[src/rtl/fm_capture_ctrl_if.sv]
// Write-side bus between the pixel pipeline / readout controller and fm_capture_ctrl.
// drop_count exists only when FM_DROP_CNT_EN is defined.
interface fm_capture_ctrl_if #(
  parameter int COORD_W = 10,
  parameter int ADDR_W  = 6
);
  logic               data_rdy;
  logic [COORD_W-1:0] x_coord;
  logic [COORD_W-1:0] y_coord;
  logic               read_done;
  logic               wren;
  logic [ADDR_W-1:0]  wr_addr;
  logic               buffer_full;
`ifdef FM_DROP_CNT_EN
  logic [15:0]        drop_count;

  modport master (
    output data_rdy, x_coord, y_coord, read_done,
    input  wren, wr_addr, buffer_full, drop_count
  );
  modport slave (
    input  data_rdy, x_coord, y_coord, read_done,
    output wren, wr_addr, buffer_full, drop_count
  );
`else
  modport master (
    output data_rdy, x_coord, y_coord, read_done,
    input  wren, wr_addr, buffer_full
  );
  modport slave (
    input  data_rdy, x_coord, y_coord, read_done,
    output wren, wr_addr, buffer_full
  );
`endif
endinterface

[src/rtl/fm_capture_ctrl.sv]
// Feature-map write controller: maps bottom-right kernel coords to fm_buffer write addresses.
// wren/wr_addr lag data_rdy by one clock, so rectified_vector must be delayed one register
// by the integrator. FM_DROP_CNT_EN adds a saturating count of pixels dropped while full.
//
// state | meaning
// FILL  | capturing pixels; the write to the last address moves to FULL
// FULL  | map complete, buffer_full held, pixels dropped until read_done
module fm_capture_ctrl #(
  parameter int FM_WIDTH    = 8,
  parameter int FM_HEIGHT   = 8,
  parameter int KERNEL_SIZE = 3,
  parameter int COORD_W     = 10,
  parameter int ADDR_W      = 6
) (
  input  logic             clock,
  input  logic             reset,
  fm_capture_ctrl_if.slave fm
);

  localparam logic [COORD_W-1:0] OFFSET    = COORD_W'(KERNEL_SIZE - 1);
  localparam logic [ADDR_W-1:0]  LAST_ADDR = ADDR_W'(FM_WIDTH * FM_HEIGHT - 1);

  typedef enum logic {FILL, FULL} state_t;

  state_t              state;
  logic                wren_q;
  logic [ADDR_W-1:0]   wr_addr_q;
  logic                full_q;
  logic [COORD_W-1:0]  fx;
  logic [COORD_W-1:0]  fy;
  logic                in_range;
  logic [ADDR_W-1:0]   addr;

  // Underflow is rejected explicitly, so the wrapped fx/fy values are never used.
  always_comb begin
    fx       = fm.x_coord - OFFSET;
    fy       = fm.y_coord - OFFSET;
    in_range = (fm.x_coord >= OFFSET) && (fm.y_coord >= OFFSET) &&
               (fx < COORD_W'(FM_WIDTH)) && (fy < COORD_W'(FM_HEIGHT));
    addr     = ADDR_W'(fy) * ADDR_W'(FM_WIDTH) + ADDR_W'(fx);
  end

`ifdef FM_DROP_CNT_EN
  logic [15:0] drop_cnt_q;
`endif

  always_ff @(posedge clock) begin
    if (reset) begin
      state     <= FILL;
      wren_q    <= 1'b0;
      wr_addr_q <= '0;
      full_q    <= 1'b0;
`ifdef FM_DROP_CNT_EN
      drop_cnt_q <= '0;
`endif
    end else begin
      case (state)
        FILL: begin
          wren_q <= fm.data_rdy && in_range;
          if (fm.data_rdy && in_range) begin
            wr_addr_q <= addr;
            if (addr == LAST_ADDR) begin
              state  <= FULL;
              full_q <= 1'b1;
            end
          end
        end
        FULL: begin
          wren_q <= 1'b0;
          if (fm.read_done) begin
            state  <= FILL;
            full_q <= 1'b0;
          end
`ifdef FM_DROP_CNT_EN
          if (fm.data_rdy && (drop_cnt_q != 16'hFFFF))
            drop_cnt_q <= drop_cnt_q + 16'd1;
`endif
        end
        default: begin
          state  <= FILL;
          wren_q <= 1'b0;
          full_q <= 1'b0;
        end
      endcase
    end
  end

  assign fm.wren        = wren_q;
  assign fm.wr_addr     = wr_addr_q;
  assign fm.buffer_full = full_q;
`ifdef FM_DROP_CNT_EN
  assign fm.drop_count  = drop_cnt_q;
`endif

endmodule

[src/flat_wrapper.sv]
// flat-port wrapper written by rule: the top's interface ports become plain ports
module fm_capture_ctrl_flat 
#(
  parameter int FM_WIDTH    = 8,
  parameter int FM_HEIGHT   = 8,
  parameter int KERNEL_SIZE = 3,
  parameter int COORD_W     = 10,
  parameter int ADDR_W      = 6
)
  (clock, reset, fm_data_rdy, fm_x_coord, fm_y_coord, fm_read_done, fm_wren, fm_wr_addr, fm_buffer_full);
  fm_capture_ctrl_if #(.COORD_W(COORD_W), .ADDR_W(ADDR_W)) fm_i ();
  input  logic clock;
  input  logic reset;
  input wire logic [$bits(fm_i.data_rdy)-1:0] fm_data_rdy;
  input wire logic [$bits(fm_i.x_coord)-1:0] fm_x_coord;
  input wire logic [$bits(fm_i.y_coord)-1:0] fm_y_coord;
  input wire logic [$bits(fm_i.read_done)-1:0] fm_read_done;
  output wire logic [$bits(fm_i.wren)-1:0] fm_wren;
  output wire logic [$bits(fm_i.wr_addr)-1:0] fm_wr_addr;
  output wire logic [$bits(fm_i.buffer_full)-1:0] fm_buffer_full;
  assign fm_i.data_rdy = fm_data_rdy;
  assign fm_i.x_coord = fm_x_coord;
  assign fm_i.y_coord = fm_y_coord;
  assign fm_i.read_done = fm_read_done;
  assign fm_wren = fm_i.wren;
  assign fm_wr_addr = fm_i.wr_addr;
  assign fm_buffer_full = fm_i.buffer_full;
  fm_capture_ctrl #(.FM_WIDTH(FM_WIDTH), .FM_HEIGHT(FM_HEIGHT), .KERNEL_SIZE(KERNEL_SIZE), .COORD_W(COORD_W), .ADDR_W(ADDR_W)) u_core (.clock(clock), .reset(reset), .fm(fm_i));
endmodule
[config.mk]
export PLATFORM = sky130hd
export DESIGN_NAME = fm_capture_ctrl_flat
export DESIGN_NICKNAME = d
export VERILOG_FILES = /design/src/rtl/fm_capture_ctrl_if.sv /design/src/rtl/fm_capture_ctrl.sv /design/src/flat_wrapper.sv
export SDC_FILE = /design/constraint.sdc
export NUM_CORES = 1
export LEC_CHECK = 0
export CAP_MARGIN = 25
export CORE_ASPECT_RATIO = 0.75
export CORE_MARGIN = 2
export CORE_UTILIZATION = 25
export DETAILED_ROUTE_END_ITERATION = 8
export SLEW_MARGIN = 20
export SYNTH_ARGS = -nofsm -noshare
export SYNTH_HDL_FRONTEND = slang
export SYNTH_SLANG_ARGS = --single-unit
[constraint.sdc]
create_clock -name clock -period 2.73 [get_ports clock]
set_input_delay 0.546 -clock clock [delete_from_list [all_inputs] [get_ports clock]]
set_output_delay 0.546 -clock clock [all_outputs]
set_load 0.03 [all_outputs]
==> results.toml, run 1 <==
[synth]
postSynthAreaPerCell_um2 = 8.33
synth-edff-count = 0
synth_ff_type = "dfxtp_1"
synth_nets = 110
synth_area_um2 = 674
netlist_top_cells_area = "dfxtp_1 (27%), ha_1 (7.4%), a21oi_1 (5.2%)"
yosysTopAreaCell = "dfxtp_1"
async_reset_ff_frac = 0
synth_top_area_share = 0.267
ys_types = 34
synth-seq-cells = 9
synth-seq-area-share = 0.267
synthCells = 81
ys_warn_count = 0

[critical_path]
startpoint = "fm_x_coord[1]"
crit_family = "compound AO/OA/AOI/OAI gates"
worstSetupPathType = "input port to flip-flop"
critPathMaxFanout = 5
rr_endpoint = "u_core.fm.wr_addr[2]$_SDFFE_PP0P_"
cp_slowest_cell = "clkdlybuf4s50_1"
start_kind = "input port"
reg2reg_slack_ns = 1.19
crit_chain = "clkdlybuf4s50_1, inv_1, ha_2, buf_4, o21bai_1, a211oi_1, o2111ai_1, o21ai_0, a21oi_1"
crit_arrival_ns = 2.67
r2r-start = "u_core.state$_SDFF_PP0_"
cp.required_ns = 2.87
r2r_cells = 4
critPathBufInv = 3
end_kind = "flip-flop"
critPathMaxStageDelay_ns = 0.47

[layout]
final_nets = 151
fillCellCount = 247
final_common_cell = "clkdlybuf4s50_1"
drive_gt1_frac = 0.149
utilization = 0.430
final_cell_mix = "clkdlybuf4s50_1 (30), dfxtp_1 (9), a21oi_1 (7), buf_4 (7), nand3_1 (6)"
insertedDiodeCount = 0
area_delta_synth_final_pct = 64.6

[drt]
drt-total-wl_mm = 1.94
vias_per_cell = 4.66
ant_nets = 0
dr.pass1.iters = 4
via_count = 732
routedWlPerCell_um = 12.4
drc = 0
drtIter0Drc = 19

[power_and_ir_drop]
ir_worst_vdd_v = 0.000115
totalPowerFinal_w = 0.000336
p_per_area_nw_per_um2 = 303
p_leak_nw = 0.439

[min_path]
hold-path-cell-count = 2
min_from = "u_core.fm.wr_addr[5]$_SDFFE_PP0P_"
holdPathEnd = "u_core.fm.wr_addr[5]$_SDFFE_PP0P_"
hold_path_class = "flip-flop to flip-flop"

[sta]
slew_viol_final = 0
final.min_clock_period_ns = 2.54
tightest_slew_ns = 0.448
fin_crit_sh = 0.929
fin_skew_ns = 0.00312
finalHoldViolations = 0
slew_headroom = 0.698
fmax_ghz = 0.394
setup_viol = 0
rsz0062_at_grt = "false"

[die]
rows = 16
die_w_um = 64.0
design.core.area_um2 = 2580
pin_count = 32
die_h_um = 49.0
start_util = 0.261
dieArea_um2 = 3130

[place]
place_congestion = 0.835
portBuffers = 31
dp_hpwl_mm = 1.62

[global_routing]
antenna_found_initial = 0
grt_use_met1 = 0.173
overflow = 0
grtUsageMet2 = 0.224
busiest_layer = "met2"
grt_use_met3 = 0.0439
grt_pass1_vias = 737
grt_pass1_wl_mm = 3.32
grt.total_usage = 0.135
grt_max_degree = 11

[clocking]
worstSkewPairLatency_ns = 0.26
cts_setup_buffers = 0
tritoncts = "yes"
root_buffer = "clkbuf_4"
cts_sinks = 9
hold_buffers = 0
clk_pin_slew_worst_paths_ns = 0.06
htreeDepth = 1
cts_buffers = 3
cts_buffer_depth = 2

[job]
drv_cap = 0

[run_status]
outcome = "finished clean"
==> registers in the layout (all words and copies together), names as in the netlist <==
name	cells
u_core.fm.wr_addr	6
u_core.fm.buffer_full	1
u_core.state	1
u_core.fm.wren	1
==> area by class of cell <==
| cell class | count | area [um2] | area share |
|---|---|---|---|
| repair buffers | 38 | 365 | 0.329 |
| well taps | 36 | 45.0 | 0.0406 |
| flip-flops and latches | 9 | 180 | 0.162 |
| clock buffers | 4 | 26.3 | 0.0237 |
| multi-input cells | 65 | 474 | 0.427 |
| inverters | 5 | 18.8 | 0.0169 |
==> routing by layer <==
layer  share of wire  vias up
met5               0        -
met4               0        0
met3           0.048        0
met2            0.46       21
met1            0.49      333
li1                -      378
==> tightest hold or removal path: cells and delay by family (launching register included) <==
kind | cells | cell delay [ns]
flops | 1 | 0.31
compound gates | 2 | 0.13
==> timing repair <==
| item | in CTS | in global routing |
|---|---|---|
| resized for setup | 0 | 6 |
| setup endpoints to repair | 0 | 4 |
| endpoints found under the hold margin | 0 | 0 |
==> how the worst max path moves through the flow <==
stage	end	depth (start not counted)	slack, ns
finish	u_core.fm.wr_addr[0]$_SDFFE_PP0P_	9	0.19
global route	u_core.fm.buffer_full$_SDFFE_PP0P_	11	0.01
CTS	u_core.fm.buffer_full$_SDFFE_PP0P_	11	0.09
detailed placement	u_core.fm.buffer_full$_SDFFE_PP0P_	11	-0.19
global placement	u_core.fm.wr_addr[5]$_SDFFE_PP0P_	11	-0.09
floorplan	u_core.fm.buffer_full$_SDFFE_PP0P_	10	0.45
==> cells by family after synthesis <==
kind of cell	after synthesis	synth area share
flops	9	0.267
simple gates	32	0.267
fa+ha+maj	5	0.104
mux	1	0.0223
compound gates	21	0.221
buf+inv	7	0.0408
xor+xnor	6	0.0779
==> per-stage QoR <==
stage | area (um2) | setup WS [ns] | cells | TNS, ns | hold slack (ns)
2_1_floorplan | 674 | 0.454 | 81 | 0 | 0.445
3_3_place_gp | 1070 | -0.0921 | 153 | -0.425 | 0.467
3_5_place_dp | 1070 | -0.185 | 153 | -0.898 | 0.470
4_1_cts | 1100 | 0.0937 | 157 | 0 | 0.480
5_1_grt | 1110 | 0.0131 | 157 | 0 | 0.503
6_report | 1110 | 0.195 | 157 | 0 | 0.477
==> report_power, final <==
part	leakage, nW	total [W]	switching (W)	internal [W]
clock	0.0150	0.000103	0.0000465	0.0000563
combinational	0.351	0.000102	0.0000441	0.0000582
sequential	0.0724	0.000131	0.00000000195	0.000131
total	0.439	0.000336	0.0000907	0.000246
==> cell usage after synthesis (all sizes together), types with 2 or more instances <==
library cell and instances:
dfxtp 9, a21oi 7, nand3 6, o21ai 6
inv 5, nand2 5, nor2 5, nor4 5
ha 4, xor2 4, nand2b 2, xnor2 2
Note: power is estimated with default switching activity, not from simulation.
==> inputs of run 2 (changes only) <==
CORE_ASPECT_RATIO = 1.5   (was 0.75)
CORE_MARGIN = unset   (was 2)
==> results.toml, run 2 (synthesis results as in run 1) <==
[run_status]
outcome = "finished clean"

[sta]
tightest_slew_ns = 0.477
setup_viol = 0
slew_headroom = 0.682
fmax_ghz = 0.388
finalHoldViolations = 0
hold_ws_ns = 0.470
fin_crit_sh = 0.943
fin_skew_ns = 0.00303
final.min_clock_period_ns = 2.58
slew_viol_final = 0
rsz0062_at_grt = "true"

[clocking]
hold_buffers = 0
root_buffer = "clkbuf_4"
htreeDepth = 1
cts_sinks = 9
worstSkewPairLatency_ns = 0.26
tritoncts = "yes"
cts_buffers = 3
cts_setup_buffers = 0
clk_pin_slew_worst_paths_ns = 0.06
cts_resized = 0
cts_buffer_depth = 2

[critical_path]
critPathBufInv = 2
rr_endpoint = "u_core.fm.wr_addr[1]$_SDFFE_PP0P_"
cp.required_ns = 2.92
critPathMaxStageDelay_ns = 0.47
cp_slowest_cell = "clkdlybuf4s50_1"
end_kind = "flip-flop"
worstSetupPathType = "input port to flip-flop"
start_kind = "input port"
critPathMaxFanout = 2
crit_family = "adder cells"
r2r_cells = 5
crit_arrival_ns = 2.77
crit_chain = "clkdlybuf4s50_1, inv_1, ha_1, xor2_1, ha_1, fa_1, xor2_1, xnor2_1, xnor2_1, nand3_1, o21ai_0"
reg2reg_slack_ns = 1.30
r2r-start = "u_core.state$_SDFF_PP0_"

[global_routing]
grtUsageMet2 = 0.281
antenna_found_initial = 0
overflow = 0
grt_pass1_vias = 801
busiest_layer = "met2"
grt_use_met1 = 0.145
grt_max_degree = 11
grt.total_usage = 0.153
grt_pass1_wl_mm = 3.20
grt_use_met3 = 0.0192

[drt]
via_count = 748
ant_nets = 0
vias_per_cell = 4.73
drt-total-wl_mm = 1.84
dr.pass1.iters = 4
drtIter0Drc = 13
drc = 0
routedWlPerCell_um = 11.7

[power_and_ir_drop]
ir_worst_vdd_v = 0.000110
p_leak_nw = 0.440
p_per_area_nw_per_um2 = 303

[die]
pin_count = 32
start_util = 0.269
design.core.area_um2 = 2500
dieArea_um2 = 2910
die_h_um = 65.6
rows = 22
die_w_um = 44.4

[place]
place_congestion = 0.787
placed_area_um2 = 1080
portBuffers = 31
dp_cells = 154
dp_hpwl_mm = 1.57

[job]
drv_cap = 0

[layout]
drive_gt1_frac = 0.131
fin_cells = 158
final_nets = 152
final_common_cell = "clkdlybuf4s50_1"
final_cell_mix = "clkdlybuf4s50_1 (31), dfxtp_1 (9), buf_4 (8)"
insertedDiodeCount = 0
area_delta_synth_final_pct = 64.2
fillCellCount = 255
largest_reg_flops = 6
postLayoutCellArea_um2 = 1110

[min_path]
hold_path_class = "flip-flop to flip-flop"
min_from = "u_core.fm.wr_addr[4]$_SDFFE_PP0P_"
holdPathEnd = "u_core.fm.wr_addr[4]$_SDFFE_PP0P_"
hold-path-cell-count = 2
## run 2: per-layer routing
metal | up-vias | wire length, um
li1 | 383 | -
met1 | 331 | 720
met2 | 28 | 986
met3 | 6 | 65
met4 | 0 | 71
met5 | - | 0
## run 2: worst max path at each step
| stage | from | endpoint | slack [ns] | cells after the start |
|---|---|---|---|---|
| 2_1_floorplan | fm_x_coord[1] | u_core.fm.buffer_full$_SDFFE_PP0P_ | 0.45 | 10 |
| 3_3_place_gp | fm_x_coord[2] | u_core.fm.wr_addr[5]$_SDFFE_PP0P_ | -0.08 | 11 |
| 3_5_place_dp | fm_x_coord[2] | u_core.fm.buffer_full$_SDFFE_PP0P_ | -0.13 | 11 |
| 4_1_cts | fm_x_coord[2] | u_core.fm.buffer_full$_SDFFE_PP0P_ | 0.12 | 11 |
| 5_1_grt | fm_x_coord[2] | u_core.state$_SDFF_PP0_ | -0.008 | 11 |
| 6_report | fm_x_coord[2] | u_core.state$_SDFF_PP0_ | 0.15 | 11 |
## run 2: area by class of cell
type | count | area [um2] | area share
multi-input cells | 65 | 467 | 0.421
clock buffers | 4 | 26.3 | 0.0237
flip-flops and latches | 9 | 180 | 0.163
inverters | 5 | 18.8 | 0.0169
repair buffers | 39 | 370 | 0.334
well taps | 36 | 45.0 | 0.0407
## run 2: power by group
part | internal, W | switching [W] | total (W)
combinational | 0.0000581 | 0.0000430 | 0.000101
clock | 0.0000564 | 0.0000471 | 0.000104
sequential | 0.000131 | 0.00000000211 | 0.000131
total | 0.000246 | 0.0000901 | 0.000336
## run 2: stage by stage
| step | power, W | TNS, ns | setup slack, ns | util |
|---|---|---|---|---|
| 3_5_place_dp | 0.000235 | -0.746 | -0.135 | 0.432 |
| 6_report | 0.000336 | 0 | 0.154 | 0.442 |
| 5_1_grt | 0.000358 | -0.00760 | -0.00760 | 0.442 |
| 3_3_place_gp | 0.000234 | -0.366 | -0.0752 | 0.432 |
| 4_1_cts | 0.000339 | 0 | 0.120 | 0.442 |
| 2_1_floorplan | 0.000178 | 0 | 0.454 | - |
## run 2: worst register-to-register path: stages (launching register included)
cell and delay, ns:
dfxtp_1 0.32, nor4_1 0.34, and3_1 0.25, buf_4 0.15, a21oi_1 0.07, a311oi_1 0.22
